## config.mk

```make
export PLATFORM = sky130hd
export DESIGN_NAME = bank_writer3x16
export DESIGN_NICKNAME = d
export VERILOG_FILES = /design/src/rtl/bank_writer3x16.sv
export SDC_FILE = /design/constraint.sdc
export NUM_CORES = 1
export LEC_CHECK = 0
export CAP_MARGIN = 20
export CELL_PAD_IN_SITES_DETAIL_PLACEMENT = 0
export CELL_PAD_IN_SITES_GLOBAL_PLACEMENT = 1
export CORE_AREA = 2 2 264 266
export CTS_CLUSTER_SIZE = 24
export DETAILED_ROUTE_END_ITERATION = 8
export DIE_AREA = 0 0 266 268
export PLACE_DENSITY_LB_ADDON = 0.2
export SLEW_MARGIN = 20
export SYNTH_ARGS = -nofsm -noshare
export SYNTH_HDL_FRONTEND = slang
export SYNTH_SLANG_ARGS = --single-unit
export TNS_END_PERCENT = 100
```

## constraint.sdc

```tcl
create_clock -name clk -period 2 [get_ports clk]
set_clock_uncertainty 0.1 [all_clocks]
set_input_delay 0.2 -clock clk [delete_from_list [all_inputs] [get_ports clk]]
set_output_delay 0.2 -clock clk [all_outputs]
set_load 0.02 [all_outputs]
```

## src/rtl/bank_writer3x16.sv

```systemverilog
// Three 16-sample register banks filled round-robin from a valid/ready stream and drained in FIFO order.
// Define BANK_WRITER_SATURATE_EN to saturate incoming samples instead of wrapping them.
module bank_writer3x16 #(
    parameter int DATA_WIDTH = 8,
    parameter int IN_EXTRA   = 2
) (
    input  logic clk,
    input  logic rst_n,
    input  logic flush,
    input  logic wr_valid,
    output logic wr_ready,
    input  logic signed [DATA_WIDTH+IN_EXTRA+1:0] in_0, in_1, in_2, in_3, in_4, in_5, in_6, in_7,
    input  logic signed [DATA_WIDTH+IN_EXTRA+1:0] in_8, in_9, in_10, in_11, in_12, in_13, in_14, in_15,
    output logic rd_valid,
    input  logic rd_ready,
    output logic c1,
    output logic c0,
    output logic signed [DATA_WIDTH+1:0] out_0, out_1, out_2, out_3, out_4, out_5, out_6, out_7,
    output logic signed [DATA_WIDTH+1:0] out_8, out_9, out_10, out_11, out_12, out_13, out_14, out_15,
    output logic signed [DATA_WIDTH+1:0] out_16, out_17, out_18, out_19, out_20, out_21, out_22, out_23,
    output logic signed [DATA_WIDTH+1:0] out_24, out_25, out_26, out_27, out_28, out_29, out_30, out_31,
    output logic signed [DATA_WIDTH+1:0] out_32, out_33, out_34, out_35, out_36, out_37, out_38, out_39,
    output logic signed [DATA_WIDTH+1:0] out_40, out_41, out_42, out_43, out_44, out_45, out_46, out_47,
    output logic [1:0] occupancy
);
    localparam int OW = DATA_WIDTH + 2;
    localparam int IW = OW + IN_EXTRA;

`ifdef BANK_WRITER_SATURATE_EN
    localparam logic signed [IW-1:0] SAT_HI = {{(IN_EXTRA+1){1'b0}}, {(OW-1){1'b1}}};
    localparam logic signed [IW-1:0] SAT_LO = {{(IN_EXTRA+1){1'b1}}, {(OW-1){1'b0}}};
`endif

    logic signed [IW-1:0] din [16];
    logic signed [OW-1:0] bank_reg [3][16];
    logic [2:0] full_reg, full_next;
    logic [1:0] wr_bank_reg, wr_bank_next;
    logic [1:0] rd_bank_reg, rd_bank_next;
    logic [1:0] occ_reg, occ_next;
    logic       accept, rel, wr_en;

    assign din[0]  = in_0;  assign din[1]  = in_1;  assign din[2]  = in_2;  assign din[3]  = in_3;
    assign din[4]  = in_4;  assign din[5]  = in_5;  assign din[6]  = in_6;  assign din[7]  = in_7;
    assign din[8]  = in_8;  assign din[9]  = in_9;  assign din[10] = in_10; assign din[11] = in_11;
    assign din[12] = in_12; assign din[13] = in_13; assign din[14] = in_14; assign din[15] = in_15;

    function automatic logic [1:0] advance(input logic [1:0] p);
        return (p == 2'd2) ? 2'd0 : p + 2'd1;
    endfunction

    function automatic logic signed [OW-1:0] conv(input logic signed [IW-1:0] x);
`ifdef BANK_WRITER_SATURATE_EN
        if (x > SAT_HI)
            return SAT_HI[OW-1:0];
        else if (x < SAT_LO)
            return SAT_LO[OW-1:0];
        else
            return x[OW-1:0];
`else
        return x[OW-1:0];
`endif
    endfunction

    // A write and a release can only both fire on different banks, so the two updates never collide.
    always_comb begin
        accept       = wr_valid && !full_reg[wr_bank_reg];
        rel          = rd_ready && full_reg[rd_bank_reg];
        wr_en        = accept && !flush;
        full_next    = full_reg;
        wr_bank_next = wr_bank_reg;
        rd_bank_next = rd_bank_reg;
        if (flush) begin
            full_next    = 3'b000;
            wr_bank_next = 2'd0;
            rd_bank_next = 2'd0;
        end else begin
            if (accept) begin
                full_next[wr_bank_reg] = 1'b1;
                wr_bank_next           = advance(wr_bank_reg);
            end
            if (rel) begin
                full_next[rd_bank_reg] = 1'b0;
                rd_bank_next           = advance(rd_bank_reg);
            end
        end
        occ_next = 2'(full_next[0]) + 2'(full_next[1]) + 2'(full_next[2]);
    end

    always_ff @(posedge clk or negedge rst_n) begin
        if (!rst_n) begin
            full_reg    <= 3'b000;
            wr_bank_reg <= 2'd0;
            rd_bank_reg <= 2'd0;
            occ_reg     <= 2'd0;
        end else begin
            full_reg    <= full_next;
            wr_bank_reg <= wr_bank_next;
            rd_bank_reg <= rd_bank_next;
            occ_reg     <= occ_next;
        end
    end

    // Flush leaves sample contents in place; only the bookkeeping is cleared.
    always_ff @(posedge clk or negedge rst_n) begin
        if (!rst_n) begin
            for (int b = 0; b < 3; b++)
                for (int k = 0; k < 16; k++)
                    bank_reg[b][k] <= '0;
        end else if (wr_en) begin
            for (int k = 0; k < 16; k++)
                bank_reg[wr_bank_reg][k] <= conv(din[k]);
        end
    end

    assign wr_ready  = !full_reg[wr_bank_reg];
    assign rd_valid  = full_reg[rd_bank_reg];
    assign c1        = (rd_bank_reg != 2'd0);
    assign c0        = (rd_bank_reg == 2'd2);
    assign occupancy = occ_reg;

    assign out_0  = bank_reg[0][0];  assign out_1  = bank_reg[0][1];  assign out_2  = bank_reg[0][2];  assign out_3  = bank_reg[0][3];
    assign out_4  = bank_reg[0][4];  assign out_5  = bank_reg[0][5];  assign out_6  = bank_reg[0][6];  assign out_7  = bank_reg[0][7];
    assign out_8  = bank_reg[0][8];  assign out_9  = bank_reg[0][9];  assign out_10 = bank_reg[0][10]; assign out_11 = bank_reg[0][11];
    assign out_12 = bank_reg[0][12]; assign out_13 = bank_reg[0][13]; assign out_14 = bank_reg[0][14]; assign out_15 = bank_reg[0][15];
    assign out_16 = bank_reg[1][0];  assign out_17 = bank_reg[1][1];  assign out_18 = bank_reg[1][2];  assign out_19 = bank_reg[1][3];
    assign out_20 = bank_reg[1][4];  assign out_21 = bank_reg[1][5];  assign out_22 = bank_reg[1][6];  assign out_23 = bank_reg[1][7];
    assign out_24 = bank_reg[1][8];  assign out_25 = bank_reg[1][9];  assign out_26 = bank_reg[1][10]; assign out_27 = bank_reg[1][11];
    assign out_28 = bank_reg[1][12]; assign out_29 = bank_reg[1][13]; assign out_30 = bank_reg[1][14]; assign out_31 = bank_reg[1][15];
    assign out_32 = bank_reg[2][0];  assign out_33 = bank_reg[2][1];  assign out_34 = bank_reg[2][2];  assign out_35 = bank_reg[2][3];
    assign out_36 = bank_reg[2][4];  assign out_37 = bank_reg[2][5];  assign out_38 = bank_reg[2][6];  assign out_39 = bank_reg[2][7];
    assign out_40 = bank_reg[2][8];  assign out_41 = bank_reg[2][9];  assign out_42 = bank_reg[2][10]; assign out_43 = bank_reg[2][11];
    assign out_44 = bank_reg[2][12]; assign out_45 = bank_reg[2][13]; assign out_46 = bank_reg[2][14]; assign out_47 = bank_reg[2][15];
endmodule

```

==> results by group <==
Detailed routing
  • Wirelength per Cell: roughly 21 um
  • Routed WL: ~58 mm
  • Drt first pass iters: 4
  • Vias/cell: 4.311
  • DRC viols: 0
  • First DRT Iteration DRCs: 307
  • Antenna Nets Post-Route: 0
  • Via count: 11790

STA
  • Max-slew violation count: 0
  • Hold_ws: 164.0 ps
  • RSZ-0062 raised after global routing: true
  • Min cycle time layout: 1940 ps
  • Setup ws final: around 60 ps
  • Slew HR: around 44%
  • Max Fclk: around 520 MHz
  • # setup viols final: 0
  • Final cycle utilization of the critical path: 96.99%
  • Worst Tran Pin Value: 833.1 ps
  • Final Hold Fails: 0

Yosys
  • Synthesis-stage register bit count: around 500
  • Post-synth cell types: 25
  • Syn_area_per_cell: around 17 um^2
  • Synth area leaders: dfrtp_1 67%, mux2_2 24%, mux2_1 6.2%, buf_2 0.96%, buf_4 0.41%
  • Warnings from Yosys: 0
  • Sequential element share of the synthesized area: 67.22%
  • Mapped Nets: approximately 1300
  • Synth Cell Area: 18200 um^2
  • Gate Count Post-Synth: between 1000 and 1500
  • Top cell type's share of synthesized area: a little under 70%
  • Cell taking the most area after synthesis: dfrtp_1

CTS
  • CTS clk-pin slew, worst paths: ~60 ps
  • H-Tree Depth: 2
  • CTS Root Cell: clkbuf_16
  • Longest Clk Path Bufs: 3
  • CTS sink count: 489
  • CTS tree: built
  • Clk_lat worst skew: ~600 ps
  • CTS Buf Count: 56

Place
  • Gp weighted congestion: approximately 0.78
  • Placed cell area: 26620 um^2
  • Placed Cells: around 2600
  • Port bufs: between 600 and 700
  • Detail Placement HPWL: ~44 mm
  • Pre-CTS worst setup slack: -291.4 ps

Final layout
  • Most common cell after layout, fill and taps aside: clkdlybuf4s50_1
  • Commonest non-fill, non-tap cells in the layout: 637 x clkdlybuf4s50_1, 485 x dfrtp_1, 379 x mux2_2
  • Layout Nets: about 2000
  • Layout Cells excl Fill: 2734
  • Area growth from synthesis to layout: 56.67%
  • Finished Cell Area: approximately 29000 um^2
  • Share of cells above drive strength 1: just over 30%

Die
  • Die Footprint: about 70000 um^2
  • Die Ht: 268 um
  • Row Count: 96
  • Starting Density: 26.68%
  • I/O pin count: approximately 680
  • Die W: 266 um
  • Core area: approximately 70000 um^2

Pwr
  • Power Density: 1433 nW/um^2
  • Sw frac: about a third
  • Reg power frac: 36.3%
  • Worst VDD drop: approximately 0.67 mV
  • Internal Pwr Total: ~27 mW
  • Logic pwr share: between 30% and 40%
  • Sw Pwr: about 13 mW
  • Leak: approximately 12 nW
  • Clock network fraction of total power: between 20% and 30%

Setup path
  • WP data arrival: around 1600 ps
  • Crit path from: out_42[2]$_DFFE_PN0P_
  • Max stage delay cell, worst path: clkdlybuf4s50_1
  • CP bufs+invs: 1
  • Critical Path RT: 1700 ps
  • Largest delay share family, worst path: buffers and inverters
  • CP cell instances: clkdlybuf4s50_1
  • Critical path class: reg -> out
  • Worst Setup Start Kind: flip-flop
  • CP Capture Type: output port
  • CP Max Fanout: 2
  • Reg-to-Reg Start: wr_bank_reg[1]$_DFFE_PN0P_
  • CP max stage delay: just under 700 ps

Worst hold path
  • Worst hold start: in_10[7]
  • Min-Delay Path Class: in -> reg

GRT
  • Vias in the first global route: 12730
  • Overall Global Routing Usage: between 10% and 20%
  • Global-route wire length before repair: roughly 85 mm
  • Overflow left after global routing: 0
  • Largest net degree at the start of global routing: 75
  • Initial antenna violation count: 4

Flow run
  • MaxCap Viol Count: 0

Run status
  • Outcome: finished clean
==> synth_stat cells <==
library cell	count
dfrtp_1	489
mux2_2	380
mux2_1	100
buf_2	35
buf_4	10
a21oi_1	6
buf_1	6
nor2_1	5
a311oi_1	4
clkbuf_1	4
nor2b_1	4
inv_1	2
mux2i_1	2
nand2_1	2
nand3b_1	2
nor3b_1	2
o21ai_0	2
or2_2	2
a2bb2oi_1	1
a31oi_1	1
fa_1	1
inv_2	1
nand4_1	1
nor4b_4	1
o32ai_1	1
==> repair_timing <==
action	CTS	global route
hold buffers	2	0
buffers inserted	0	2
gates resized for setup	28	14
setup endpoints to repair	54	84
endpoints found under the hold margin	489	0
==> final timing paths <==
check | to | cells past startpoint | slack [ps]
max | out_42[2] | 1 | 60
min | out_26[7]$_DFFE_PN0P_ | 2 | 160
max reg2reg | out_22[6]$_DFFE_PN0P_ | 5 | 60
min reg2reg | out_17[0]$_DFFE_PN0P_ | 1 | 380
max in group asynchronous | out_18[7]$_DFFE_PN0P_ | 3 | 400
min in group asynchronous | out_17[1]$_DFFE_PN0P_ | 3 | 170
==> final cells by class <==
type | instances | area [um^2]
repair buffers | 741 | 7627
clock buffers | 87 | 1710
inverters | 3 | 11.26
well taps | 882 | 1104
multi-input cells | 517 | 5689
fillers | 6331 | 39710
diodes | 3 | 7.507
flip-flops and latches | 489 | 12240
clock inverters | 12 | 128.9
==> through the flow <==
stage               utilization, %  power (mW)  setup TNS [ps]
floorplan                        -       21.88               0
global placement             39.01       30.93          -63230
detailed placement           39.01       31.11          -76330
CTS                          41.74       41.59               0
global route                 41.80       42.84          -383.8
finish                       41.80       40.87               0
==> cell families (layout without fill, tap and decap cells) <==
kind of cell | Yosys count | in the layout | synth area share [%]
adder cells (fa/ha/maj) | 1 | 1 | 0.1100
AND/OR/NAND/NOR | 19 | 19 | 0.6804
flip-flops | 489 | 489 | 67.22
buffers and inverters | 58 | 843 | 1.643
multiplexers | 482 | 482 | 29.80
AO/OA/AOI/OAI | 15 | 15 | 0.5430
other | 0 | 3 | 0
==> layer usage <==
layer  routed length [um]  GRT usage (%)  part of all wire (%)
met3                 4714          5.736                   8.2
met4                 1733          5.390                   3.0
met5                   12              0                 0.021
met2                29410          27.50                    51
met1                21720          17.94                    38
==> power groups by stage <==
stage | combinational [mW] | clock [mW] | sequential (mW)
global placement | 16.0 | 0 | 14.9
CTS | 16.1 | 10.6 | 14.9
detailed placement | 16.1 | 0 | 15.0
global route | 16.6 | 11.0 | 15.3
finish | 15.9 | 10.2 | 14.8
floorplan | 2.93 | 0 | 19.0
No activity file was read; power rests on OpenSTA's default activity.
==> edit: new RTL, same flow settings <==
Set the parameter `DATA_WIDTH` to 7 (it was 8).
--- a/src/rtl/bank_writer3x16.sv
+++ b/src/rtl/bank_writer3x16.sv
@@ -1,7 +1,7 @@
 // Three 16-sample register banks filled round-robin from a valid/ready stream and drained in FIFO order.
 // Define BANK_WRITER_SATURATE_EN to saturate incoming samples instead of wrapping them.
 module bank_writer3x16 #(
-    parameter int DATA_WIDTH = 8,
+    parameter int DATA_WIDTH = 7,
     parameter int IN_EXTRA   = 2
 ) (
     input  logic clk,
Ports: changed (64 resized); port bits go from 683 to 619. The function was not compared with the original's and may differ.
==> edit against the unedited design <==
Sequential cell count fell by 48; total power fell by 9.7%; sequential share of layout area fell by 0.081 points; synthesized area fell by 9.4%; critical path depth did not move; routed wire length fell by 9.4%; setup slack improved by 0.023 ns; die area did not move; final area fell by 9.7%; utilization fell by 4.0 points; first-iteration DRC count fell by 24%; combinational power fell by 9%; critical endpoint is now out_7[4]; largest cell class unchanged; highest routed layer unchanged.
==> edit: results (changes against the unedited design) <==
| Metric | Value |
|---|---|
| Clk sinks | 441 (was 489) |
| CP endpoint | out_7[4] (was out_42[2]) |
| Seq/Total Area, Yosys | 0.6688 (was 0.6722) |
| Met1 usage | 0.1685 (was 0.1794) |
| P_sw | 12.10 mW (was 13.49 mW) |
| Synth area leaders | dfrtp_1 67%, mux2_2 29%, buf_2 1.0% (was dfrtp_1 67%, mux2_2 24%, mux2_1 6.2%) |
| Outcome | finished clean (unchanged) |
| Global-route wire length before repair | 78.00 mm (was 84.93 mm) |
| Total GRT Usage | 0.1439 (was 0.1581) |
| Clk pin slew, worst setup/hold paths | 0.06 ns (about the same) |
| GP Congestion | 0.7416 (was 0.7790) |
| Power Total | 36.92 mW (was 40.87 mW) |
| Number of port buffers | 586 (was 650) |
| Register-to-Register Setup Slack | 0.10 ns (was 0.06 ns) |
| Largest net degree at the start of global routing | 69 (was 75) |
| Worst r2r src | wr_bank_reg[0] (was wr_bank_reg[1]) |
| Number of buffers created by CTS | 52 (was 56) |
| Clock Latency Late Sink | 0.57 ns (was 0.60 ns) |
| M3 GR Usage | 0.05984 (was 0.05736) |
| Hold Crit Start | in_2[7] (was in_10[7]) |
| Yosys cell types | 30 (was 25) |
| Part of the power in registers | 0.364 (was 0.363) |
| PostCTS Resize Cnt | 23 (was 28) |
| Final HPWL from detailed placement | 39.05 mm (was 44.11 mm) |
| Worst hold slack | 0.1885 ns (was 0.1640 ns) |
| Placed Area | 24110 µm² (was 26620 µm²) |
| Drt initial violations | 233 (was 307) |
| Met1 WL | 20.44 mm (was 21.72 mm) |
| Post-Syn Nets | 1147 (was 1262) |
| Placed Cells | 2461 (was 2628) |
| Non-Filler Instances | 2550 (was 2734) |
| Placement Setup Slack | -0.2168 ns (was -0.2914 ns) |
| Final layout net count | 1818 (was 2006) |
| FF-to-FF End | out_18[8] (was out_22[6]) |
| P_clk | 9.11 mW (was 10.2 mW) |
| Leak Pwr | 11.05 nW (was 12.35 nW) |
| WL met3 | 5.005 mm (was 4.714 mm) |
| Commonest cells post-synth | 441 x dfrtp_1, 428 x mux2_2, 33 x buf_2 (was 489 x dfrtp_1, 380 x mux2_2, 100 x mux2_1) |
| CP Launch Point | out_7[4] (was out_42[2]) |
| Worst path max stage delay | 0.70 ns (was 0.68 ns) |
| Vias in the first global route | 11740 (was 12730) |
| Avg WL per Cell | 20.46 µm (was 21.07 µm) |
| VDD IR max | 0.7263 mV (was 0.6658 mV) |
| Post-Synthesis Cells | 965 (was 1064) |
| Antenna violations before repair | 2 (was 4) |
| Metal2 WL | 25.19 mm (was 29.41 mm) |
| Worst-Margin Slew | 0.5214 ns (was 0.8331 ns) |
| Hold endpoint | out_2[7] (was out_26[7]) |
| Tmin final | 1.917 ns (was 1.940 ns) |
[edit: cell count changes in the layout (fill, tap and decap cells not counted), sizes merged, moves of 2 or more]
| cell | delta |
|---|---|
| a311oi | -3 |
| buf | -11 |
| clkbuf | -11 |
| clkdlybuf4s15 | +2 |
| clkdlybuf4s50 | -61 |
| clkinvlp | -3 |
| dfrtp | -48 |
| diode | -3 |
| dlymetal6s2s | -3 |
| mux2 | -48 |
| nor3 | +2 |
[edit: logic make-up after synthesis]
| kind of cell | Yosys count | share of synthesized area |
|---|---|---|
| buffers and inverters | 53 | 0.02002 |
| adder cells (fa/ha/maj) | 1 | 0.001213 |
| flip-flops | 441 | 0.6688 |
| AND/OR/NAND/NOR | 24 | 0.009401 |
| multiplexers | 434 | 0.2960 |
| AO/OA/AOI/OAI | 12 | 0.004550 |
[edit: layout make-up]
cell class	instances	area (µm²)
clock inverter	10	125.1
clock buffer	76	1493
tap	882	1104
multi-input combinational	471	5176
inverter	2	7.507
fill	6508	42460
sequential	441	11040
timing repair buffer	668	6823
